`src/rtl/alu_result_stage.sv`:
```
//------------------------------------------------------------------------------
// Module      : alu_result_stage
// Description : Two-entry in-order result FIFO between the ALU and Z writeback,
//               with zero/negative flags captured at push time.
// Revision    : 1.0 - initial release
//------------------------------------------------------------------------------
`default_nettype none

module alu_result_stage #(
    parameter int WIDTH = 32
) (
    input  logic             clk,
    input  logic             clr,
    input  logic             in_valid,
    output logic             in_ready,
    input  logic [WIDTH-1:0] in_lo,
    input  logic [WIDTH-1:0] in_hi,
    input  logic             in_wide,
    input  logic [4:0]       in_op,
    output logic             out_valid,
    input  logic             out_ready,
    output logic [WIDTH-1:0] zlo_out,
    output logic [WIDTH-1:0] zhi_out,
    output logic [4:0]       out_op,
    output logic             flag_zero,
    output logic             flag_neg,
    output logic [1:0]       count,
    output logic [15:0]      done_cnt
);

    localparam logic [1:0] C_FULL = 2'd2;

    logic [WIDTH-1:0] lo_q   [2];
    logic [WIDTH-1:0] hi_q   [2];
    logic [4:0]       op_q   [2];
    logic             zero_q [2];
    logic             neg_q  [2];
    logic             wptr_q;
    logic             rptr_q;
    logic [1:0]       count_q;
    logic [1:0]       count_d;
    logic [15:0]      done_q;

    logic             w_push;
    logic             w_pop;
    logic [WIDTH-1:0] w_hi;
    logic             w_zero;
    logic             w_neg;

    assign in_ready  = (count_q != C_FULL);
    assign out_valid = (count_q != 2'd0);
    assign w_push    = in_valid && in_ready;
    assign w_pop     = out_valid && out_ready;

    // Narrow results store a zero high half so flags and outputs never see in_hi.
    assign w_hi   = in_wide ? in_hi : '0;
    assign w_zero = in_wide ? ((in_hi == '0) && (in_lo == '0)) : (in_lo == '0);
    assign w_neg  = in_wide ? in_hi[WIDTH-1] : in_lo[WIDTH-1];

    always_comb begin
        count_d = count_q;
        case ({w_push, w_pop})
            2'b10:   count_d = count_q + 2'd1;
            2'b01:   count_d = count_q - 2'd1;
            default: count_d = count_q;
        endcase
    end

    always_ff @(posedge clk) begin
        if (!clr) begin
            for (int i = 0; i < 2; i++) begin
                lo_q[i]   <= '0;
                hi_q[i]   <= '0;
                op_q[i]   <= '0;
                zero_q[i] <= 1'b0;
                neg_q[i]  <= 1'b0;
            end
            wptr_q  <= 1'b0;
            rptr_q  <= 1'b0;
            count_q <= 2'd0;
            done_q  <= 16'd0;
        end else begin
            if (w_push) begin
                lo_q[wptr_q]   <= in_lo;
                hi_q[wptr_q]   <= w_hi;
                op_q[wptr_q]   <= in_op;
                zero_q[wptr_q] <= w_zero;
                neg_q[wptr_q]  <= w_neg;
                wptr_q         <= ~wptr_q;
            end
            if (w_pop) begin
                rptr_q <= ~rptr_q;
                done_q <= done_q + 16'd1;
            end
            count_q <= count_d;
        end
    end

    // Stale storage of consumed entries must not leak out while empty.
    assign zlo_out   = out_valid ? lo_q[rptr_q]   : '0;
    assign zhi_out   = out_valid ? hi_q[rptr_q]   : '0;
    assign out_op    = out_valid ? op_q[rptr_q]   : 5'd0;
    assign flag_zero = out_valid ? zero_q[rptr_q] : 1'b0;
    assign flag_neg  = out_valid ? neg_q[rptr_q]  : 1'b0;
    assign count     = count_q;
    assign done_cnt  = done_q;

endmodule

`default_nettype wire
```
`config.mk`:
```
export PLATFORM = sky130hd
export DESIGN_NAME = alu_result_stage
export DESIGN_NICKNAME = d
export VERILOG_FILES = /design/src/rtl/alu_result_stage.sv
export SDC_FILE = /design/constraint.sdc
export NUM_CORES = 1
export LEC_CHECK = 0
export CAP_MARGIN = 20
export CORE_AREA = 2 2 120 122
export DETAILED_ROUTE_END_ITERATION = 10
export DIE_AREA = 0 0 122 124
export PLACE_DENSITY = 0.83
export SLEW_MARGIN = 40
export SYNTH_ARGS = -nofsm -noshare
export SYNTH_HDL_FRONTEND = slang
export SYNTH_SLANG_ARGS = --single-unit
```
`constraint.sdc`:
```
create_clock -name clk -period 14.6 [get_ports clk]
set_input_delay 2.92 -clock clk [delete_from_list [all_inputs] [get_ports clk]]
set_output_delay 2.92 -clock clk [all_outputs]
set_load 0.02 [all_outputs]
```
[Word level (Yosys, flattened, before mapping)]
Memory sizes are Yosys's and may differ from the RTL's. A register that Yosys moved wholly into a read port is not among the register bits.
Index checks and enable logic that the tools add are counted.
Storage, ports and cells
  register bits: 20
  RAM bits: 142
  word-level logic and storage cells: 67
  memories: 5
Cells by class
  add/sub/neg operators: 3
  equality and inequality tests: 3
  multiplexer cells: 38
  bitwise gates (word level): 2
  reductions and logical operators: 12
Memories
  hi_q: words 2, bits a word 32, read ports 1, clocked after memory_dff 1, write ports 2, RTL line 34  | logic [WIDTH-1:0] hi_q [2];
  lo_q: words 2, bits a word 32, read ports 1, clocked after memory_dff 1, write ports 2, RTL line 33  | logic [WIDTH-1:0] lo_q [2];
  op_q: words 2, bits a word 5, read ports 1, clocked after memory_dff 1, write ports 2, RTL line 35  | logic [4:0] op_q [2];
  neg_q: words 2, bits a word 1, read ports 1, clocked after memory_dff 1, write ports 2, RTL line 37  | logic neg_q [2];
  zero_q: words 2, bits a word 1, read ports 1, clocked after memory_dff 1, write ports 2, RTL line 36  | logic zero_q [2];
Operator list (count)
  $mux W32: 5
  $logic_not A32 Y1: 2
  $reduce_or A32 Y1: 2
  $mux W1: 30
  $add A16 B1 Y16 const B: 1
  $mux W5: 2
  $reduce_or A5 Y1: 1
  $pmux W2 S2: 1
  $reduce_bool A2 Y1: 2
  $logic_and A1 B1 Y1: 3
  $add A2 B1 Y2 const B: 1
  $eq A2 B1 Y1 const B: 1
  $eq A2 B2 Y1 const B: 1
  $ne A2 B2 Y1 const B: 1
  $not A1 Y1: 2
  $reduce_or A1 Y1: 2
  $sub A2 B1 Y2 const B: 1

[Depth between registers and ports, before layout]
  depth after elaboration: 7
  gate-level depth with buffers: 7
  gate-level depth less buffers: 6

[Worst setup path before layout]
No wires, ideal clock.
  path type: input to register
  from: input port in_valid
  to: memory hi_q[0][0], enable pin
  arrival time: 7.903 ns
  required time: 14.006 ns
  setup slack: 6.103 ns
  stages on the path: 2
  path through: nand2_4 -> o21ai_0
RTL lines
  start: declaration: RTL line 14  | input logic in_valid,
  end: declaration: RTL line 34

==> flow_summary.toml <==
[route]
via_count = 5241
initialDrtViolationCount = 509
wl_um = 17140
drcViolationCount = 0
drtAntennaViolNets = 0
dr.pass1.iters = 5
drt-vias-per-instance = 5.570
wl_per_cell_um = 18.22

[global_routing]
use_met3_pct = 5.311
use_met1_pct = 27.65
grt_max_degree = 73
top_usage_layer = "met2"
overflow = 0
first_global_vias = 5349
antenna_found_initial = 0
met2_usage_pct = 41.03
grt_pass1_wl_um = 26600
gr-usage-all-layers_pct = 23.20

[sta]
setup_violations = 0
layout_min_cycle_time_ns = 5.750
tns_ns = 0
max_freq_mhz = 173.9
rsz0062_at_grt = "no"
worst_slew_pin_slew_ns = 0.8251
slew_headroom_pct = 44.99
hold_viol = 0
setup_slack_ns = 8.850
drv_slew = 0
fin_crit_sh_pct = 39.39
finalClockSkew_ns = 0.009113

[layout]
drive_gt1_share_pct = 6.439
area_growth_pct = 32.12
nets = 824
antenna_cells = 0

[clock_network]
path_clk_slew_ns = 0.06
cts_buffers = 17
cts_tree = "done"
htreeDepth = 4
clkLatencyLatePin_ns = 0.43
postCtsSetupRepairBufs = 0
cts_resized = 0
cts_max_path_buffers = 2
cts_hold_buffers = 0
cts-root-buf = "clkbuf_16"
cts_sinks = 163

[worst_setup_path]
critical_path_class = "reg2out"
crit_family = "buffers and inverters"
required_ns = 11.68
cpPeakStageDelay_ns = 0.71
cp_max_fo = 44
cpMaxStageDelayCell = "buf_4"
endpoint_kind = "output pin"
worst-endpoint-arrival_ns = 2.83
critPathLaunchType = "flip-flop"
crit-reg2reg-launch = "count[0]$_SDFFE_PN0P_"
critical_path_buf_inv_count = 2
path_cells = "buf_4 > mux2i_1 > nor2_1 > clkdlybuf4s50_1"

[synth]
yosysTopAreaCell = "edfxtp_1"
synthArstFlopShare_pct = 0
synth_xor_area_share_pct = 1.654
synth_nets = 676
netlist_area_sq_um = 7413
netlist.area_leader.share_pct = 55.90
yosysMostFrequentCell = "edfxtp_1"
synth_mux_area_share_pct = 9.857
yosys.area_share.adder_pct = 0.3376
synth_edf_count = 138
ys_ff_latch = 163
synth_area_leaders = "edfxtp_1 (56%), mux2i_1 (9.9%), dfxtp_1 (6.8%), and2_1 (6.4%), and3_1 (5.6%)"
yosysSeqAreaShare_pct = 62.65
yosysWarnings = 0
ys_types = 35
synth-simple-area-share_pct = 21.10
synth_compound_area_share_pct = 1.688
avgSynthCellArea_sq_um = 12.36
synth_top_flop_cell = "edfxtp_1"
synth_top_family_by_area = "simple AND/OR/NAND/NOR gates"
synth_common_cells = "edfxtp_1 (138), nor2_1 (87), and2_1 (76)"
syn_inst = 600

[place]
routabilityCongestion = 0.8103
pre_cts_ws_ns = 8.750
port_buffers = 164
place_hpwl_um = 11140

[power_and_ir_drop]
max-vdd-ir-drop_mv = 0.1260
p_leak_nw = 3.713
powerDensity_nw_per_um2 = 162.0
p_total_mw = 1.587

[floorplanning]
dieWidth_um = 122
core_sq_um = 13720
fp.dieH_um = 124
die-area_sq_um = 15130
start_util_pct = 54.04
placementRows = 43
ioPinCount = 165

[outcome]
status = "completed"

[run]
max_cap_viol_count = 0

[worst_hold_path]
min_path_type = "reg2reg"
holdCritStartpoint = "neg_q[0]$_DFF_P_"
cell usage in the layout, fill, tap and decap left out, drive strengths merged:
cell type and n:
a21oi 6, and2 76, and3 66, and4 1, buf 7, clkbuf 23
clkdlybuf4s50 164, clkinv 5, clkinvlp 2, dfxtp 25, edfxtp 138, ha 2
inv 7, mux2i 73, nand2 5, nand2b 1, nand3 8, nand4 11
nor2 87, nor3 2, nor4 16, o2111a 1, o211ai 1, o21a 2
o21ai 8, o22ai 1, o31ai 2, or2 1, or3 6, xnor2 6
xor2 8
kinds of logic (layout without fill, tap and decap cells):
group,count (synthesis),after routing
buffers and inverters,47,208
DFF,163,163
AOI/OAI and AO/OA,21,21
adders and majority gates,2,2
xor gates and xnor gates,14,14
muxes,73,73
and+or+nand+nor,280,280
tightest hold or removal path, cell delays in order, from the launching register on:
cell and delay (ns):
dfxtp_1 0.31, inv_1 0.06, o22ai_1 0.08
where the power goes:
part	internal [mW]	switching, mW
Clock	0.258	0.180
Combinational	0.230	0.298
Sequential	0.580	0.0413
flip-flops by register name, summed over array words and instances, names as in the netlist, named ones only:
signal and flops:
zero_q 2, rptr_q 1, done_cnt 16, count 2, lo_q 64, hi_q 64, wptr_q 1, op_q 10
neg_q 2
final cells by class:
| type | count | area [sq um] |
|---|---|---|
| fillers | 944 | 3925 |
| inverters | 5 | 18.77 |
| clock inverters | 9 | 63.81 |
| clock buffers | 23 | 531.8 |
| repair buffers | 171 | 1698 |
| multi-input cells | 390 | 2609 |
| well taps | 180 | 225.2 |
| flip-flops and latches | 163 | 4648 |
per-layer routing:
layer,wire length (um),vias up
met3,878,21
met1,6961,2611
li1,-,2461
met2,9041,148
met5,0,-
met4,261,0
worst paths after layout:
| kind | depth (start not counted) | slack [ns] | to |
|---|---|---|---|
| setup / recovery | 4 | 8.85 | zhi_out[31] |
| hold / removal | 2 | 0.50 | neg_q[0]$_DFF_P_ |
| setup reg to reg | 5 | 12.23 | hi_q[0][5]$_SDFFCE_PN0P_ |
| hold reg to reg | 2 | 0.50 | neg_q[0]$_DFF_P_ |
metrics by stage:
step / util (%) / area, sq um / cells / hold slack (ns)
global placement: 66.90 / 9179 / 908 / 0.4642
floorplan: - / 7413 / 600 / 0.4515
global route: 71.39 / 9794 / 941 / 0.5133
CTS: 71.31 / 9783 / 940 / 0.4977
finish: 71.39 / 9794 / 941 / 0.4977
detailed placement: 66.97 / 9188 / 908 / 0.4901
Note: power is estimated with default switching activity, not from simulation.
